<file path="config.mk">
export PLATFORM = sky130hd
export DESIGN_NAME = uart_txrx_top
export DESIGN_NICKNAME = d
export VERILOG_FILES = /design/src/rtl/uart_txrx_top.sv
export SDC_FILE = /design/constraint.sdc
export NUM_CORES = 1
export LEC_CHECK = 0
export CAP_MARGIN = 20
export CORE_ASPECT_RATIO = 0.5
export CORE_UTILIZATION = 30
export DETAILED_ROUTE_END_ITERATION = 7
export GPL_ROUTABILITY_DRIVEN = 0
export GPL_TIMING_DRIVEN = 1
export PLACE_DENSITY = 0.55
export SKIP_CTS_REPAIR_TIMING = 1
export SYNTH_ARGS = -nofsm -noshare
export SYNTH_HDL_FRONTEND = slang
export SYNTH_SLANG_ARGS = --single-unit
</file>
<file path="constraint.sdc">
create_clock -name sclk -period 1.65 [get_ports sclk]
set_input_delay 0.33 -clock sclk [delete_from_list [all_inputs] [get_ports sclk]]
set_output_delay 0.33 -clock sclk [all_outputs]
set_load 0.02 [all_outputs]
</file>
<file path="src/rtl/uart_txrx_top.sv">
// uart_txrx_top: 8N1 UART transceiver with a fractional 16x baud-tick generator.
// Ports:
//   sclk, rst_n            system clock, asynchronous active-low reset
//   txd_data_i, txd_en_i   byte to send and level transmit request
//   txd_flag_o             one-cycle pulse at the end of each stop bit sent
//   txd                    serial output, idle high
//   rxd                    asynchronous serial input
//   rxd_data_o             last correctly received byte
//   rxd_flag_o, rxd_err_o  one-cycle pulses for a good byte / framing error
module uart_txrx_top #(
    parameter logic [31:0] DEVIDE_CNT = 32'd6597069,
    parameter int unsigned OVERSAMPLE = 16
) (
    input  logic       sclk,
    input  logic       rst_n,
    input  logic [7:0] txd_data_i,
    input  logic       txd_en_i,
    output logic       txd_flag_o,
    output logic       txd,
    input  logic       rxd,
    output logic [7:0] rxd_data_o,
    output logic       rxd_flag_o,
    output logic       rxd_err_o
);

    localparam int unsigned ACC_W = 32;
    localparam int unsigned CNT_W = $clog2(OVERSAMPLE);
    localparam logic [CNT_W-1:0] LAST_TICK = CNT_W'(OVERSAMPLE - 1);
    localparam logic [CNT_W-1:0] MID_TICK  = CNT_W'(OVERSAMPLE / 2 - 1);

    typedef enum logic [1:0] {TX_IDLE, TX_START, TX_DATA, TX_STOP} tx_state_t;
    typedef enum logic [2:0] {RX_IDLE, RX_START, RX_DATA, RX_STOP, RX_BREAK} rx_state_t;

    // Phase accumulator; the carry-out is the oversampling tick
    logic [ACC_W-1:0] acc;
    logic [ACC_W:0]   acc_sum;
    logic             tick;

    assign acc_sum = {1'b0, acc} + {1'b0, DEVIDE_CNT};

    always_ff @(posedge sclk or negedge rst_n) begin
        if (!rst_n) begin
            acc  <= '0;
            tick <= 1'b0;
        end else begin
            acc  <= acc_sum[ACC_W-1:0];
            tick <= acc_sum[ACC_W];
        end
    end

    // TX state
    tx_state_t        tx_state, tx_state_d;
    logic [CNT_W-1:0] tx_cnt, tx_cnt_d;
    logic [2:0]       tx_bit, tx_bit_d;
    logic [7:0]       tx_shift, tx_shift_d;
    logic             txd_d, txd_flag_d;
    logic             tx_bit_end;

    assign tx_bit_end = tick && (tx_cnt == LAST_TICK);

    always_ff @(posedge sclk or negedge rst_n) begin
        if (!rst_n) begin
            tx_state   <= TX_IDLE;
            tx_cnt     <= '0;
            tx_bit     <= '0;
            tx_shift   <= '0;
            txd        <= 1'b1;
            txd_flag_o <= 1'b0;
        end else begin
            tx_state   <= tx_state_d;
            tx_cnt     <= tx_cnt_d;
            tx_bit     <= tx_bit_d;
            tx_shift   <= tx_shift_d;
            txd        <= txd_d;
            txd_flag_o <= txd_flag_d;
        end
    end

    // TX next state; txd_d is the value the line takes after this edge
    always_comb begin
        tx_state_d = tx_state;
        tx_cnt_d   = tx_cnt;
        tx_bit_d   = tx_bit;
        tx_shift_d = tx_shift;
        txd_d      = txd;
        txd_flag_d = 1'b0;
        if (tick && tx_state != TX_IDLE) begin
            tx_cnt_d = tx_cnt + CNT_W'(1);
        end
        case (tx_state)
            TX_IDLE: begin
                txd_d = 1'b1;
                // Skip the flag cycle so dropping the request right after the flag ends the burst
                if (txd_en_i && !txd_flag_o) begin
                    tx_shift_d = txd_data_i;
                    tx_cnt_d   = '0;
                    tx_bit_d   = '0;
                    txd_d      = 1'b0;
                    tx_state_d = TX_START;
                end
            end
            TX_START: begin
                if (tx_bit_end) begin
                    txd_d      = tx_shift[0];
                    tx_state_d = TX_DATA;
                end
            end
            TX_DATA: begin
                if (tx_bit_end) begin
                    if (tx_bit == 3'd7) begin
                        txd_d      = 1'b1;
                        tx_state_d = TX_STOP;
                    end else begin
                        tx_shift_d = tx_shift >> 1;
                        txd_d      = tx_shift[1];
                        tx_bit_d   = tx_bit + 3'd1;
                    end
                end
            end
            TX_STOP: begin
                if (tx_bit_end) begin
                    txd_flag_d = 1'b1;
                    tx_state_d = TX_IDLE;
                end
            end
            default: tx_state_d = TX_IDLE;
        endcase
    end

    // RX synchroniser plus one history flop for start-edge detection
    logic [1:0] rx_sync;
    logic       rx_prev;
    logic       rx_s;

    assign rx_s = rx_sync[1];

    rx_state_t        rx_state, rx_state_d;
    logic [CNT_W-1:0] rx_cnt, rx_cnt_d;
    logic [2:0]       rx_bit, rx_bit_d;
    logic [7:0]       rx_shift, rx_shift_d;
    logic [7:0]       rxd_data_d;
    logic             rxd_flag_d, rxd_err_d;
    logic             rx_bit_end;

    assign rx_bit_end = tick && (rx_cnt == LAST_TICK);

    always_ff @(posedge sclk or negedge rst_n) begin
        if (!rst_n) begin
            rx_sync    <= 2'b11;
            rx_prev    <= 1'b1;
            rx_state   <= RX_IDLE;
            rx_cnt     <= '0;
            rx_bit     <= '0;
            rx_shift   <= '0;
            rxd_data_o <= '0;
            rxd_flag_o <= 1'b0;
            rxd_err_o  <= 1'b0;
        end else begin
            rx_sync    <= {rx_sync[0], rxd};
            rx_prev    <= rx_s;
            rx_state   <= rx_state_d;
            rx_cnt     <= rx_cnt_d;
            rx_bit     <= rx_bit_d;
            rx_shift   <= rx_shift_d;
            rxd_data_o <= rxd_data_d;
            rxd_flag_o <= rxd_flag_d;
            rxd_err_o  <= rxd_err_d;
        end
    end

    // RX next state: validate start at its centre, then sample every 16 ticks
    always_comb begin
        rx_state_d = rx_state;
        rx_cnt_d   = rx_cnt;
        rx_bit_d   = rx_bit;
        rx_shift_d = rx_shift;
        rxd_data_d = rxd_data_o;
        rxd_flag_d = 1'b0;
        rxd_err_d  = 1'b0;
        if (tick && rx_state != RX_IDLE && rx_state != RX_BREAK) begin
            rx_cnt_d = rx_cnt + CNT_W'(1);
        end
        case (rx_state)
            RX_IDLE: begin
                if (rx_prev && !rx_s) begin
                    rx_cnt_d   = '0;
                    rx_state_d = RX_START;
                end
            end
            RX_START: begin
                if (tick && rx_cnt == MID_TICK) begin
                    rx_cnt_d = '0;
                    rx_bit_d = '0;
                    rx_state_d = rx_s ? RX_IDLE : RX_DATA;
                end
            end
            RX_DATA: begin
                if (rx_bit_end) begin
                    rx_shift_d = {rx_s, rx_shift[7:1]};
                    rx_bit_d   = rx_bit + 3'd1;
                    if (rx_bit == 3'd7) begin
                        rx_state_d = RX_STOP;
                    end
                end
            end
            RX_STOP: begin
                if (rx_bit_end) begin
                    if (rx_s) begin
                        rxd_data_d = rx_shift;
                        rxd_flag_d = 1'b1;
                        rx_state_d = RX_IDLE;
                    end else begin
                        rxd_err_d  = 1'b1;
                        rx_state_d = RX_BREAK;
                    end
                end
            end
            RX_BREAK: begin
                // Re-arm only once the line is back at idle
                if (rx_s) begin
                    rx_state_d = RX_IDLE;
                end
            end
            default: rx_state_d = RX_IDLE;
        endcase
    end

endmodule

</file>
==> metrics.md <==
| Metric | Value |
|---|---|
| Critical path class | reg2reg |
| Drt first-iter violations | 76 |
| Yosys warns | 0 |
| Failing checks | setup timing |
| CP endpoint kind | flip-flop |
| Run status | complete, but fails checks |
| Commonest cells in the netlist | dfrtp_1 (79), nand2_1 (29), o21ai_0 (24) |
| Initial antenna violation count | 0 |
| CTS H-tree lvls | 3 |
| Buf/Inv on CP | 2 |
| Post-Syn Area | 3790 sq um |
| Pin count of the biggest net entering global routing | 33 |
| Seq/Total Area, Yosys | 55.0% |
| Port bufs | 23 |
| Synthesized Nets | 353 |
| Post-synth EDFFs | 0 |
| DRT Pass-1 Iters | 6 |
| Vias | 2743 |
| Final worst path period share | 106% |
| CTS sink count | 83 |
| CTS Buffer Depth | 2 |
| Startpoint Class | flip-flop |
| Worst path cell trace | ha_2, and3_4, buf_6, nand3_4, nor3_4, buf_6, mux2_4 |
| Die Width | 161 um |
| Mapped Avg Cell Area | ~11 sq um |
| First-pass GRT wire length | about 12 mm |
| Share of layout cells above drive strength 1 | 36.6% |
| Fin area | approximately 5400 sq um |
| Worst-Margin Slew | around 460 ps |
| Post-synth top area cell | dfrtp_1 |
| Routed WL | approximately 7.6 mm |
| Clk_lat worst skew | 340 ps |
| # rows | 28 |
| Remaining Overflow, GRT | 0 |
| Most used cell, CP | buf_6 |
| Top routing layer used | met4 |
| Final Non-Filler Cells | 597 |
| Worst path slowest cell | dfrtp_1 |
| Met2 WL | 3.49 mm |
| Inst Count DP | 566 |
| Antenna-violating nets left | 0 |
| Mapped Cells | 330 |
| GRT Resource Usage Total | 11.9% |
| CTS Buf Count | 9 |
| Worst clock skew | 4.98 ps |
| Detail Placement HPWL | 4.97 mm |
| Yosys cell types | 43 |
| Max incr delay on CP | 350 ps |
| CP arrival | 1970 ps |
| Hold Fails Final Rpt | 0 |
| Wire length on met3 | 244 um |
| Vias in the first global route | 2655 |
| Yosys top cell area share | 52.2% |
| Flip-flop and latch count after synthesis | 83 |
| TritonCTS clock tree | done |
| NumNets Final | 450 |
| Pwr dens | 1100 nW/um^2 |
| DR DRC count | 0 |
| Final setup vio count | 19 |
| WL per Instance | 12.7 um |
| Fill cell count | ~1100 |
| Area of placed instances | 4650 sq um |
| Slew Limit Fails | 0 |
| Worst setup margin | -96.1 ps |
| Worst-path fanout max | 6 |
| Critical path's top delay family | simple AND/OR/NAND/NOR gates |
| Die ar. | 13100 sq um |
| Most common cell in the netlist | dfrtp_1 |
| Pleak | 0.00259 uW |
| Required time worst endpoint | roughly 1900 ps |
| Final Critical Period | 1750 ps |
| Wire length on met1 | 3.74 mm |
| Max cap viols | 0 |
| Worst-path clk slew | 60 ps |
| Fraction of registers with async set/reset | between 90% and 100% |
| Core Footprint | around 12000 sq um |
| I/O pin count | 24 |
| Root Driver | clkbuf_16 |
| Predominant post-synthesis flop cell | dfrtp_1 |
| Antenna diodes | 0 |
| Area grow syn2layout | 43.4% |
| Top post-synthesis cells by area | dfrtp_1 (52%), mux2_2 (6.2%), xnor2_1 (4.4%), xor2_1 (3.9%), ha_1 (3.6%) |
| Final total power | 5970 uW |
| Max-slew headroom | 69.5% |
| Vias per cell | 4.59 |
| Fmax | 0.573 GHz |
| Min-delay worst type | reg2reg |
| RSZ-0062 raised after global routing | true |
| Die height | 81.4 um |
| Starting Density | 31.4% |
| Hold slack final | 355 ps |
| Peak VDD IR | 0.000600 V |
## metal layers
layer	vias to the layer above	GRT usage, %
met3	11	3.59
met4	0	4.81
met1	1347	15.2
met2	26	19.2
li1	1359	-
met5	-	0
## cells in the final DEF, fill, tap and decap left out, types with 5 or more instances in the layout
master	netlist	layout
mux2_4	0	17
dlymetal6s2s_1	0	9
nor2_2	0	5
and3_4	0	5
xor2_1	17	17
o21ai_0	24	16
clkdlybuf4s50_1	0	13
o21ai_1	0	6
ha_1	11	6
a21oi_1	11	5
nand2_1	29	26
buf_4	0	62
nand3_1	9	6
a21oi_2	0	5
buf_6	0	7
nor2_1	23	18
dfrtp_1	79	77
mux2i_1	9	9
xnor2_1	19	19
clkbuf_16	0	9
a22o_1	5	5
and3_1	9	5
## registers in the layout (all words and copies together), names as in the netlist
| name | cells |
|---|---|
| rx_sync | 2 |
| tx_shift | 8 |
| rx_cnt | 4 |
| rx_bit | 3 |
| tx_cnt | 4 |
| rxd_data_o | 8 |
| tx_state | 2 |
| rx_shift | 8 |
| rxd_flag_o | 1 |
| acc | 32 |
| rx_prev | 1 |
| tx_bit | 3 |
| txd | 1 |
| tick | 1 |
| rxd_err_o | 1 |
| rx_state | 3 |
| txd_flag_o | 1 |
## final cells by class
| type | count | area (sq um) | share of cell area [%] |
|---|---|---|---|
| Sequential cell | 83 | 2080 | 38.4 |
| Multi-Input combinational cell | 235 | 1970 | 36.3 |
| Timing Repair Buffer | 94 | 837 | 15.4 |
| Clock buffer | 13 | 270 | 4.98 |
| Tap cell | 165 | 206 | 3.80 |
| Clock inverter | 3 | 45.0 | 0.830 |
| Inverter | 4 | 15.0 | 0.277 |
## where the power goes
part           total, uW  switching, uW  internal [uW]
Sequential          2340            116           2220
Clock               2090            790           1300
Combinational       1550            773            773
Total               5970           1680           4290
## cell families (layout without fill, tap and decap cells)
kind of cell    Yosys count  count (layout)  share of synthesized area [%]
xor+xnor                 36              36                           8.33
compound gates           60              60                           10.5
simple gates             97              98                           12.5
mux                      30              30                           8.63
flops                    83              83                           55.0
fa+ha+maj                11              11                           3.64
buf+inv                  13             114                           1.39
## worst paths after layout
path                            cells past startpoint  slack, ps                 start                         to
worst max register to register                      7       -100   rx_cnt[1]$_DFF_PN0_    rx_shift[1]$_DFFE_PN0P_
max in group asynchronous                           3        590                 rst_n  rxd_data_o[1]$_DFFE_PN0P_
worst min-delay path                                0        360  rx_sync[0]$_DFF_PN1_       rx_sync[1]$_DFF_PN1_
min in group asynchronous                           2        480                 rst_n          acc[13]$_DFF_PN0_
worst min register to register                      0        360  rx_sync[0]$_DFF_PN1_       rx_sync[1]$_DFF_PN1_
worst max-delay path                                7       -100   rx_cnt[1]$_DFF_PN0_    rx_shift[1]$_DFFE_PN0P_
## metrics by stage
stage,util (%),TNS [ps],setup slack (ps)
finish,45.0,-1170,-96.1
floorplan,-,-29.1,-14.5
CTS,41.2,-3230,-157
global placement,38.6,-2240,-120
detailed placement,38.6,-2620,-154
global route,45.0,-2960,-163
## worst reg2reg max path, delay by kind of cell (launching register included)
family / cells / cell delay [ps]
buffers and inverters: 2 / 290
adders and majority gates: 1 / 180
DFF: 1 / 350
muxes: 1 / 310
and+or+nand+nor: 3 / 490
Note: power is estimated with default switching activity, not from simulation.
